[src/rtl/playback_scheduler.sv]
// rtl/playback_scheduler.sv - auto-mode note sequencer driving the shared playback datapath
module playback_scheduler #(
    parameter int SONGS      = 8,
    parameter int GAP_CYCLES = 5_000_000
) (
    input  logic        clk,
    input  logic        rst,
    input  logic        en,
    input  logic [2:0]  song_sel,
    input  logic        btn_play,
    input  logic        btn_next,
    input  logic        btn_prev,
    input  logic        loop,
    input  logic [31:0] track,
    input  logic        snd_done,
    output logic [2:0]  song_idx,
    output logic [31:0] note_idx,
    output logic        snd_en,
    output logic        snd_start,
    output logic        playing,
    output logic        paused,
    output logic        song_end
);

    localparam logic [2:0] IDLE  = 3'd0;
    localparam logic [2:0] FETCH = 3'd1;
    localparam logic [2:0] START = 3'd2;
    localparam logic [2:0] WAIT  = 3'd3;
    localparam logic [2:0] GAP   = 3'd4;
    localparam logic [2:0] PAUSE = 3'd5;

    localparam int GW = (GAP_CYCLES > 1) ? $clog2(GAP_CYCLES + 1) : 1;
    localparam logic [GW-1:0] GAP_LAST  = GW'(GAP_CYCLES - 1);
    localparam logic [2:0]    SONG_LAST = 3'(SONGS - 1);

    logic [2:0]    state, state_nx;
    logic [2:0]    song_nx;
    logic [31:0]   note_nx;
    logic [GW-1:0] gap_cnt, gap_nx;
    logic          end_nx;
    logic [2:0]    song_inc, song_dec;
    logic          skip_nx_state;

    assign song_inc = (song_idx == SONG_LAST) ? 3'd0 : song_idx + 3'd1;
    assign song_dec = (song_idx == 3'd0) ? SONG_LAST : song_idx - 3'd1;

    // Song skips keep a paused player paused; otherwise playback restarts at FETCH.
    assign skip_nx_state = (state == PAUSE);

    always_comb begin
        state_nx = state;
        song_nx  = song_idx;
        note_nx  = note_idx;
        gap_nx   = gap_cnt;
        end_nx   = 1'b0;
        if (!en) begin
            state_nx = IDLE;
            song_nx  = song_sel;
            note_nx  = 32'd0;
            gap_nx   = '0;
        end else if (state == IDLE) begin
            song_nx = song_sel;
            note_nx = 32'd0;
            if (btn_play)
                state_nx = FETCH;
        end else if (btn_play) begin
            state_nx = (state == PAUSE) ? FETCH : PAUSE;
        end else if (btn_next) begin
            song_nx  = song_inc;
            note_nx  = 32'd0;
            state_nx = skip_nx_state ? PAUSE : FETCH;
        end else if (btn_prev) begin
            if (note_idx == 32'd0)
                song_nx = song_dec;
            note_nx  = 32'd0;
            state_nx = skip_nx_state ? PAUSE : FETCH;
        end else begin
            case (state)
                FETCH: state_nx = START;
                START: state_nx = WAIT;
                WAIT: begin
                    if (snd_done) begin
                        state_nx = GAP;
                        gap_nx   = '0;
                        if (note_idx >= track) begin
                            end_nx  = 1'b1;
                            note_nx = 32'd0;
                            if (!loop)
                                song_nx = song_inc;
                        end else begin
                            note_nx = note_idx + 32'd1;
                        end
                    end
                end
                GAP: begin
                    if (gap_cnt == GAP_LAST)
                        state_nx = FETCH;
                    else
                        gap_nx = gap_cnt + GW'(1);
                end
                PAUSE:   state_nx = PAUSE;
                default: state_nx = IDLE;
            endcase
        end
    end

    // Status outputs are registered from the next state so they line up with it.
    always_ff @(posedge clk or posedge rst) begin
        if (rst) begin
            state     <= IDLE;
            song_idx  <= 3'd0;
            note_idx  <= 32'd0;
            gap_cnt   <= '0;
            snd_en    <= 1'b0;
            snd_start <= 1'b0;
            playing   <= 1'b0;
            paused    <= 1'b0;
            song_end  <= 1'b0;
        end else begin
            state     <= state_nx;
            song_idx  <= song_nx;
            note_idx  <= note_nx;
            gap_cnt   <= gap_nx;
            snd_en    <= (state_nx == START) || (state_nx == WAIT);
            snd_start <= (state_nx == START);
            playing   <= (state_nx == FETCH) || (state_nx == START) ||
                         (state_nx == WAIT)  || (state_nx == GAP);
            paused    <= (state_nx == PAUSE);
            song_end  <= end_nx;
        end
    end

endmodule

[config.mk]
export PLATFORM = sky130hd
export DESIGN_NAME = playback_scheduler
export DESIGN_NICKNAME = d
export VERILOG_FILES = /design/src/rtl/playback_scheduler.sv
export SDC_FILE = /design/constraint.sdc
export NUM_CORES = 1
export LEC_CHECK = 0
export CORE_MARGIN = 1
export CORE_UTILIZATION = 50
export CTS_BUF_LIST = sky130_fd_sc_hd__clkbuf_16
export DETAILED_ROUTE_END_ITERATION = 8
export DONT_BUFFER_PORTS = 1
export GPL_TIMING_DRIVEN = 0
export PLACE_DENSITY = 0.62
export RECOVER_POWER = 50
export SYNTH_ARGS = -nofsm -noshare
export SYNTH_HDL_FRONTEND = slang
export SYNTH_SLANG_ARGS = --single-unit
[constraint.sdc]
create_clock -name clk -period 6.1 [get_ports clk]
set_clock_uncertainty 0.05 [all_clocks]
set_input_delay 1.22 -clock clk [delete_from_list [all_inputs] [get_ports clk]]
set_output_delay 1.22 -clock clk [all_outputs]
set_load 0.01 [all_outputs]
# --- After elaboration in Yosys (flattened, before gate mapping) ---
# Index checks and enable logic that the tools add are counted.
word_totals:
  regBits: 66
  inputBits: 43
  output_inout_bits: 40
  wordCells: 96
op_classes:
  add_sub_neg: 4
  order_cmp: 1
  n_eq_ne: 25
  n_mux: 47
  n_reduce_logical: 10
op_table:
  columns: ["cell", "n"]
  rows:
  - ["32-bit 2-to-1 mux", 8]
  - ["23-bit 2-to-1 mux", 7]
  - ["3-bit 2-to-1 mux", 22]
  - ["23-bit one-hot mux with 2 select lines", 1]
  - ["32-bit by 1-bit adder with 32-bit output (second input constant)", 1]
  - ["32-bit >= comparator", 1]
  - ["32-bit logical NOT", 1]
  - ["23-bit by 1-bit adder with 23-bit output (second input constant)", 1]
  - ["23-bit == test (second input constant)", 1]
  - ["3-bit == test (second input constant)", 5]
  - ["5-bit by 1-bit != test with 1-bit output (second input constant)", 3]
  - ["3-bit one-hot mux with 5 select lines", 1]
  - ["3-bit by 2-bit == test with 1-bit output (second input constant)", 4]
  - ["1-bit 2-to-1 mux", 8]
  - ["2-bit != test (second input constant)", 4]
  - ["7-bit AND reduction", 1]
  - ["3-bit by 1-bit == test with 1-bit output (second input constant)", 2]
  - ["3-bit logical NOT", 2]
  - ["3-bit != test (second input constant)", 2]
  - ["6-bit AND reduction", 1]
  - ["5-bit by 3-bit != test with 1-bit output (second input constant)", 1]
  - ["5-bit by 4-bit != test with 1-bit output (second input constant)", 1]
  - ["1-bit logical OR", 4]
  - ["3-bit by 1-bit adder with 3-bit output (second input constant)", 1]
  - ["4 further kinds", 4]

# --- Depth between registers and ports, before layout ---
# Gate-level depths: netlist of run 1.
logic_depth:
  ltp_word: 12
  mapped_depth: 10
  ltp_nobuf: 9

# --- Least setup slack after synthesis of run 1 ---
# OpenSTA, ideal clock, no wires.
synth_path:
  path_type: "input-to-reg"
  start: "input track[14]"
  end: "register song_idx[2]"
  setup_time_ps: 125
  arrival_ps: 3143
  required_ps: 5925
  slack_ps: 2783
  cell_stages: 9
  n_path_buf: 0
  path_cell_list: "inv_1 ha_1 and4_1 nand2_1 a2111oi_0 nor3b_1 o211a_1 nor3_2 mux2_2"
synth_via:
  elab_chain_len: 3
synth_lines:
  columns: ["element", "line", "text"]
  rows:
  - ["from (decl)", "14", "input logic [31:0] track,"]
  - ["32-bit >= comparator", "85", "if (note_idx >= track) begin"]
  - ["5-bit by 1-bit != test with 1-bit output (no source line)", null, null]
  - ["6-bit AND reduction (no source line)", null, null]
  - ["to (signal assigned)", "121", "song_idx <= song_nx;"]
  - ["to (decl)", "16", "output logic [2:0] song_idx,"]
# Every way passes these cells.
# A chain may end at the register's enable or synchronous reset.

==> metrics, run 1 <==
status=finished, violations left; failing checks=max-capacitance violations, max-slew violations; pre-CTS setup slack=2330 ps; Reg area=around 1700 µm²; cts hold-fix bufs=0; largest cells by area after synthesis=dfrtp_1, ha_1, nor2_1, xor2_1, inv_1; setup_tns=0 ps; IR drop worst, VDD=roughly 0.00014 V; Tcrit/Tclk final=0.583; Initial Util=0.512; crit path cell chain=inv_1 > clkbuf_1; CP top delay family=buffers and inverters; RSZ-0062 raised after global routing=false; CTS sink count=66; final hold slack=486 ps; sequential share of the synthesized area=0.372; flip-flop and latch count after synthesis=66; clk root buf=clkbuf_16; pin count of the biggest net entering global routing=40; DR WL/cell=16.4 µm; I/O pins=between 80 and 90; Static Leakage=2.22 nW; CTS Buf Count=9; fin util=0.561; Remaining Overflow, GRT=0; Final #Nets=607; Clock Path Buffers=2; worst min-delay path category=flip-flop to flip-flop; Die Height=96.3 µm; vias in the first global route=3343; DRC=0; final count of negative-setup-slack endpoints=0; Slew headroom=-0.387; critical path required time=6060 ps; Mapped Cells=just over 500; count of pins over their slew limit=40; Yosys top cell by area=dfrtp_1; placer's final routability congestion estimate=approximately 0.82; first-pass GRT wire length=16600 µm; final setup margin=between 2000 and 3000 ps; Post-Syn Area=4440 µm²; # Post-CTS Setup Buffers=0; Rows=34; antenna cells=0; hpwl dp=7880 µm; maxcap violations=1; Critical Path Fanout Max=39; fmax=0.281 GHz; Hold Fails Final Rpt=0; CP Capture Type=async pin; Routed Antenna Nets=0; share of layout cells above drive strength 1=0.0643; Die W=96.3 µm; CP peak stage delay=around 1600 ps; crit path DAT=3520 ps; initial antenna violation count=0; cell with the largest stage delay on the worst path=clkbuf_1; Clock transition at path regs=around 60 ps; # H-tree levels=3; fill count=824; WP buf/inv=2; Post-synth EDFFs=0; Total Routing Usage GR=0.237; footprint of the multi-input gates=roughly 2600 µm²; vias per cell=5.85; commonest register cell after synthesis=dfrtp_1; DIE AREA=9270 µm²; Worst Tran Pin Value=2080 ps; Yosys top cell area share=0.372; First DRT Iteration DRCs=178; CTS tree=yes; post-layout minimum cycle time=3560 ps; Synth cell types=57; DR vias=between 3000 and 4000; core area=8680 µm²; pwr/cell area=between 200 and 250 nW/µm²; synth warn=0; Syn Area/Cell=8.66 µm²; final wirelength=10500 µm; Post-Syn Nets=595; IO Port Bufs=0; CP startpoint kind=primary input; Post-synth ARST share=1.00; post-CTS resize count=0; 1st-pass router iterations=4; crit path kind=primary input to async pin; Worst-Skew Late Latency=330 ps; area grow syn2layout=9.52%
## cell usage in the layout, fill, tap and decap left out, types with 6 or more instances in the layout
cell       netlist  layout
nand4_1         19      19
nor3_1          11      11
xor2_1          25      25
nor4_1          11      11
or3_1            6       6
ha_1            39      39
xnor2_1         11      11
dfrtp_1         66      66
and3_1           6       6
o21ai_0         21      21
inv_1           47      47
nor2_1          68      68
nand2b_1         6       6
a21oi_1         26      26
clkbuf_16        0       9
a21o_1           6       6
buf_2            6       6
nand3_1         26      26
nand2_1         44      44
## sequential cells by signal (all words and copies together) (netlist names)
| name | cells |
|---|---|
| note_idx | 32 |
| song_idx | 3 |
| paused | 1 |
| song_end | 1 |
| state | 3 |
| snd_start | 1 |
| gap_cnt | 23 |
| snd_en | 1 |
| playing | 1 |
## path summary, 6_finish.rpt
| path | from | endpoint | slack (ps) | cells past startpoint |
|---|---|---|---|---|
| worst max-delay path | rst | gap_cnt[6] | 2540 | 2 |
| worst min-delay path | gap_cnt[0] | gap_cnt[0] | 490 | 1 |
| worst max register to register | note_idx[15] | song_idx[2] | 3010 | 8 |
| worst min register to register | gap_cnt[0] | gap_cnt[0] | 490 | 1 |
| max in group clk | track[15] | song_idx[2] | 2680 | 9 |
| min in group asynchronous | rst | snd_start | 980 | 1 |
## layer usage
| layer | global-route usage | vias to the layer above | share of wire |
|---|---|---|---|
| met5 | 0 | - | 0 |
| met4 | 0.0672 | 0 | 0.0088 |
| met3 | 0.0664 | 11 | 0.045 |
| met2 | 0.382 | 90 | 0.49 |
| met1 | 0.309 | 1796 | 0.46 |
| li1 | - | 1827 | - |
## synth_stat cells, types with 3 or more instances
cell type / count
dfrtp_1: 66
nor4_1: 11
a211oi_1: 3
nand3_1: 26
a31oi_1: 4
or3_1: 6
nand2b_1: 6
nor2b_1: 4
and4_1: 4
ha_1: 39
buf_2: 6
o21ai_0: 21
nand2_1: 44
nor2_1: 68
clkbuf_1: 3
a21oi_1: 26
o31ai_1: 3
mux2i_1: 3
and3_1: 6
nand4_1: 19
inv_1: 47
and2_1: 4
xor2_1: 25
xnor2_1: 11
nor3_1: 11
a21o_1: 6
## layout make-up
class | count | share of cell area
Clock buffer | 9 | 0.0463
Inverter | 47 | 0.0362
Multi-Input combinational cell | 391 | 0.529
Clock inverter | 6 | 0.0121
Buffer | 9 | 0.00848
Tap cell | 108 | 0.0278
Timing Repair Buffer | 1 | 0.000771
Sequential cell | 66 | 0.339
## power breakdown
group | internal (W) | switching, W
combinational | 0.0000307 | 0.0000561
sequential | 0.000445 | 0.00000879
clock | 0.000311 | 0.000190
total | 0.000786 | 0.000255
## through the flow
stage                     instances  power, W  area, µm²
after floorplan                 513  0.000529       4440
after global placement          621  0.000546       4580
after detailed placement        622  0.000551       4600
after CTS                       637   0.00105       4880
after global routing            637   0.00108       4870
final                           637   0.00104       4870
## cell families after synthesis
logic type               after synthesis  share of synthesized area
AO/OA/AOI/OAI                         86                      0.127
XOR/XNOR                              36                     0.0709
adder cells (fa/ha/maj)               39                      0.110
buffers and inverters                 56                     0.0490
flip-flops                            66                      0.372
multiplexers                           5                     0.0118
AND/OR/NAND/NOR                      225                      0.260
Power figures use the tool's default switching activity.
==> run 2: changes to the inputs <==
==> constraint.sdc (replaced) <==
create_clock -name clk -period 3.4 [get_ports clk]
set_clock_uncertainty 0.05 [all_clocks]
set_input_delay 0.68 -clock clk [delete_from_list [all_inputs] [get_ports clk]]
set_output_delay 0.68 -clock clk [all_outputs]
set_load 0.01 [all_outputs]
==> run 2 against run 1 <==
The flow still finishes with violations (max-capacitance violations, max-slew violations). Combinational power up 80%. Register-to-register slack lost 2700 ps. Global-route usage is the same. Wire length decreased by 0.61%. Flip-flop and latch count stayed put. Sequential share of layout area down 0.052 points. Clock power increased by 79%. Non-clock buffer count unchanged. Worst setup slack got worse by 2200 ps. Final cell count did not move. Total power grew 80%.
==> metrics, run 2 (synthesis gave the netlist of run 1 again) <==
DIE AREA=9270 µm²; Largest regs=note_idx x32, gap_cnt x23; Final #Nets=607; Die Height=between 90 and 100 µm; Static Leakage=2.23 nW; pin count of the biggest net entering global routing=40; worst min-delay path category=primary input to async pin; Critical Path Fanout Max=7; CTS tree=yes; final wirelength=slightly above 10000 µm; pre-CTS setup slack=168 ps; pwr/cell area=383 nW/µm²; vias per cell=5.86; clk root buf=clkbuf_16; Total Routing Usage GR=0.237; Slew headroom=-0.144; Routed Antenna Nets=0; cts hold-fix bufs=0; largest register by flop count=note_idx; Placed Area=4600 µm²; first-pass GRT wire length=16600 µm; IO Port Bufs=0; RSZ-0062 raised after global routing=false; Worst-Skew Late Latency=330 ps; status=finished, violations left; Hold Fails Final Rpt=0; Worst Tran Pin Value=1710 ps; post-CTS resize count=0; setup_tns=0 ps; post-route cell area=a little under 5000 µm²; Die W=96.3 µm; CTS sink count=66; crit path DAT=~3200 ps; critical path required time=approximately 3600 ps; final count of negative-setup-slack endpoints=0; DRC=0; CP Capture Type=flip-flop; failing checks=max-capacitance violations, max-slew violations; count of pins over their slew limit=40; fmax=0.324 GHz; DR WL/cell=16.3 µm; area grow syn2layout=9.68%; most common cell after layout, fill and taps aside=nor2_1; total power=0.00187 W; Largest register FFs=32; 1st-pass router iterations=5; # H-tree levels=3; post-layout minimum cycle time=3080 ps; Initial Util=0.512; non-filler cells, final=637; Remaining Overflow, GRT=0; Tcrit/Tclk final=0.906; Placed Cells=622; core area=8680 µm²; placer's final routability congestion estimate=just over 0.8; I/O pins=83; vias in the first global route=3343; commonest non-fill, non-tap cells in the layout=nor2_1, dfrtp_1, inv_1; First DRT Iteration DRCs=between 150 and 200; Clock Path Buffers=2; fill count=roughly 800; CTS Buf Count=9; Clock transition at path regs=60 ps; # Post-CTS Setup Buffers=0; maxcap violations=1; final setup margin=318 ps; crit path kind=flip-flop to flip-flop; initial antenna violation count=0; CP startpoint kind=flip-flop; share of layout cells above drive strength 1=0.0624; hpwl dp=7880 µm; IR drop worst, VDD=~0.00025 V; DR vias=3730; Rows=34; antenna cells=0
## run 2: cell count changes in the layout (fill, tap and decap cells not counted), sizes merged
cell / delta
dlymetal6s2s: +1
buf: -1
## run 2: cell type report
| cell class | count | area (µm²) | area share |
|---|---|---|---|
| Multi-Input combinational cell | 391 | 2570 | 0.528 |
| Sequential cell | 66 | 1650 | 0.339 |
| Timing Repair Buffer | 1 | 12.5 | 0.00257 |
| Inverter | 47 | 176 | 0.0362 |
| Buffer | 9 | 40.0 | 0.00821 |
| Tap cell | 108 | 135 | 0.0277 |
| Clock inverter | 6 | 58.8 | 0.0121 |
| Clock buffer | 9 | 225 | 0.0462 |
## run 2: routing by layer
metal,global-route usage,share of wire,vias to the layer above
li1,-,-,1829
met1,0.309,0.45,1801
met2,0.382,0.49,90
met3,0.0664,0.050,10
met4,0.0672,0.010,0
met5,0,0,-
## run 2: through the flow
step | utilization | hold slack (ps)
2_1_floorplan | - | 436
3_3_place_gp | 0.528 | 469
3_5_place_dp | 0.530 | 477
4_1_cts | 0.563 | 273
5_1_grt | 0.562 | 449
6_report | 0.562 | 441
## run 2: worst paths after layout
| kind | endpoint | slack, ps | cells past startpoint | start |
|---|---|---|---|---|
| max in group asynchronous | gap_cnt[6] | 670 | 2 | rst |
| min | snd_start | 440 | 1 | rst |
| min in group clk | state[0] | 460 | 2 | en |
| max reg2reg | song_idx[2] | 320 | 8 | note_idx[15] |
| max | song_idx[2] | 320 | 8 | note_idx[15] |
| min reg2reg | gap_cnt[0] | 490 | 1 | gap_cnt[0] |
## run 2: power breakdown
part | switching [W] | internal (W)
logic | 0.000100 | 0.0000558
clock network | 0.000341 | 0.000558
registers | 0.0000157 | 0.000798
total | 0.000458 | 0.00141
## run 2: critical path, stage by stage, from the launching register on
cell       delay (ps)
dfrtp_1           510
ha_1              380
and4_1            220
nand2_1            80
a2111oi_0         420
nor3b_1           160
o211a_1           360
nor3_2            400
mux2_2            380
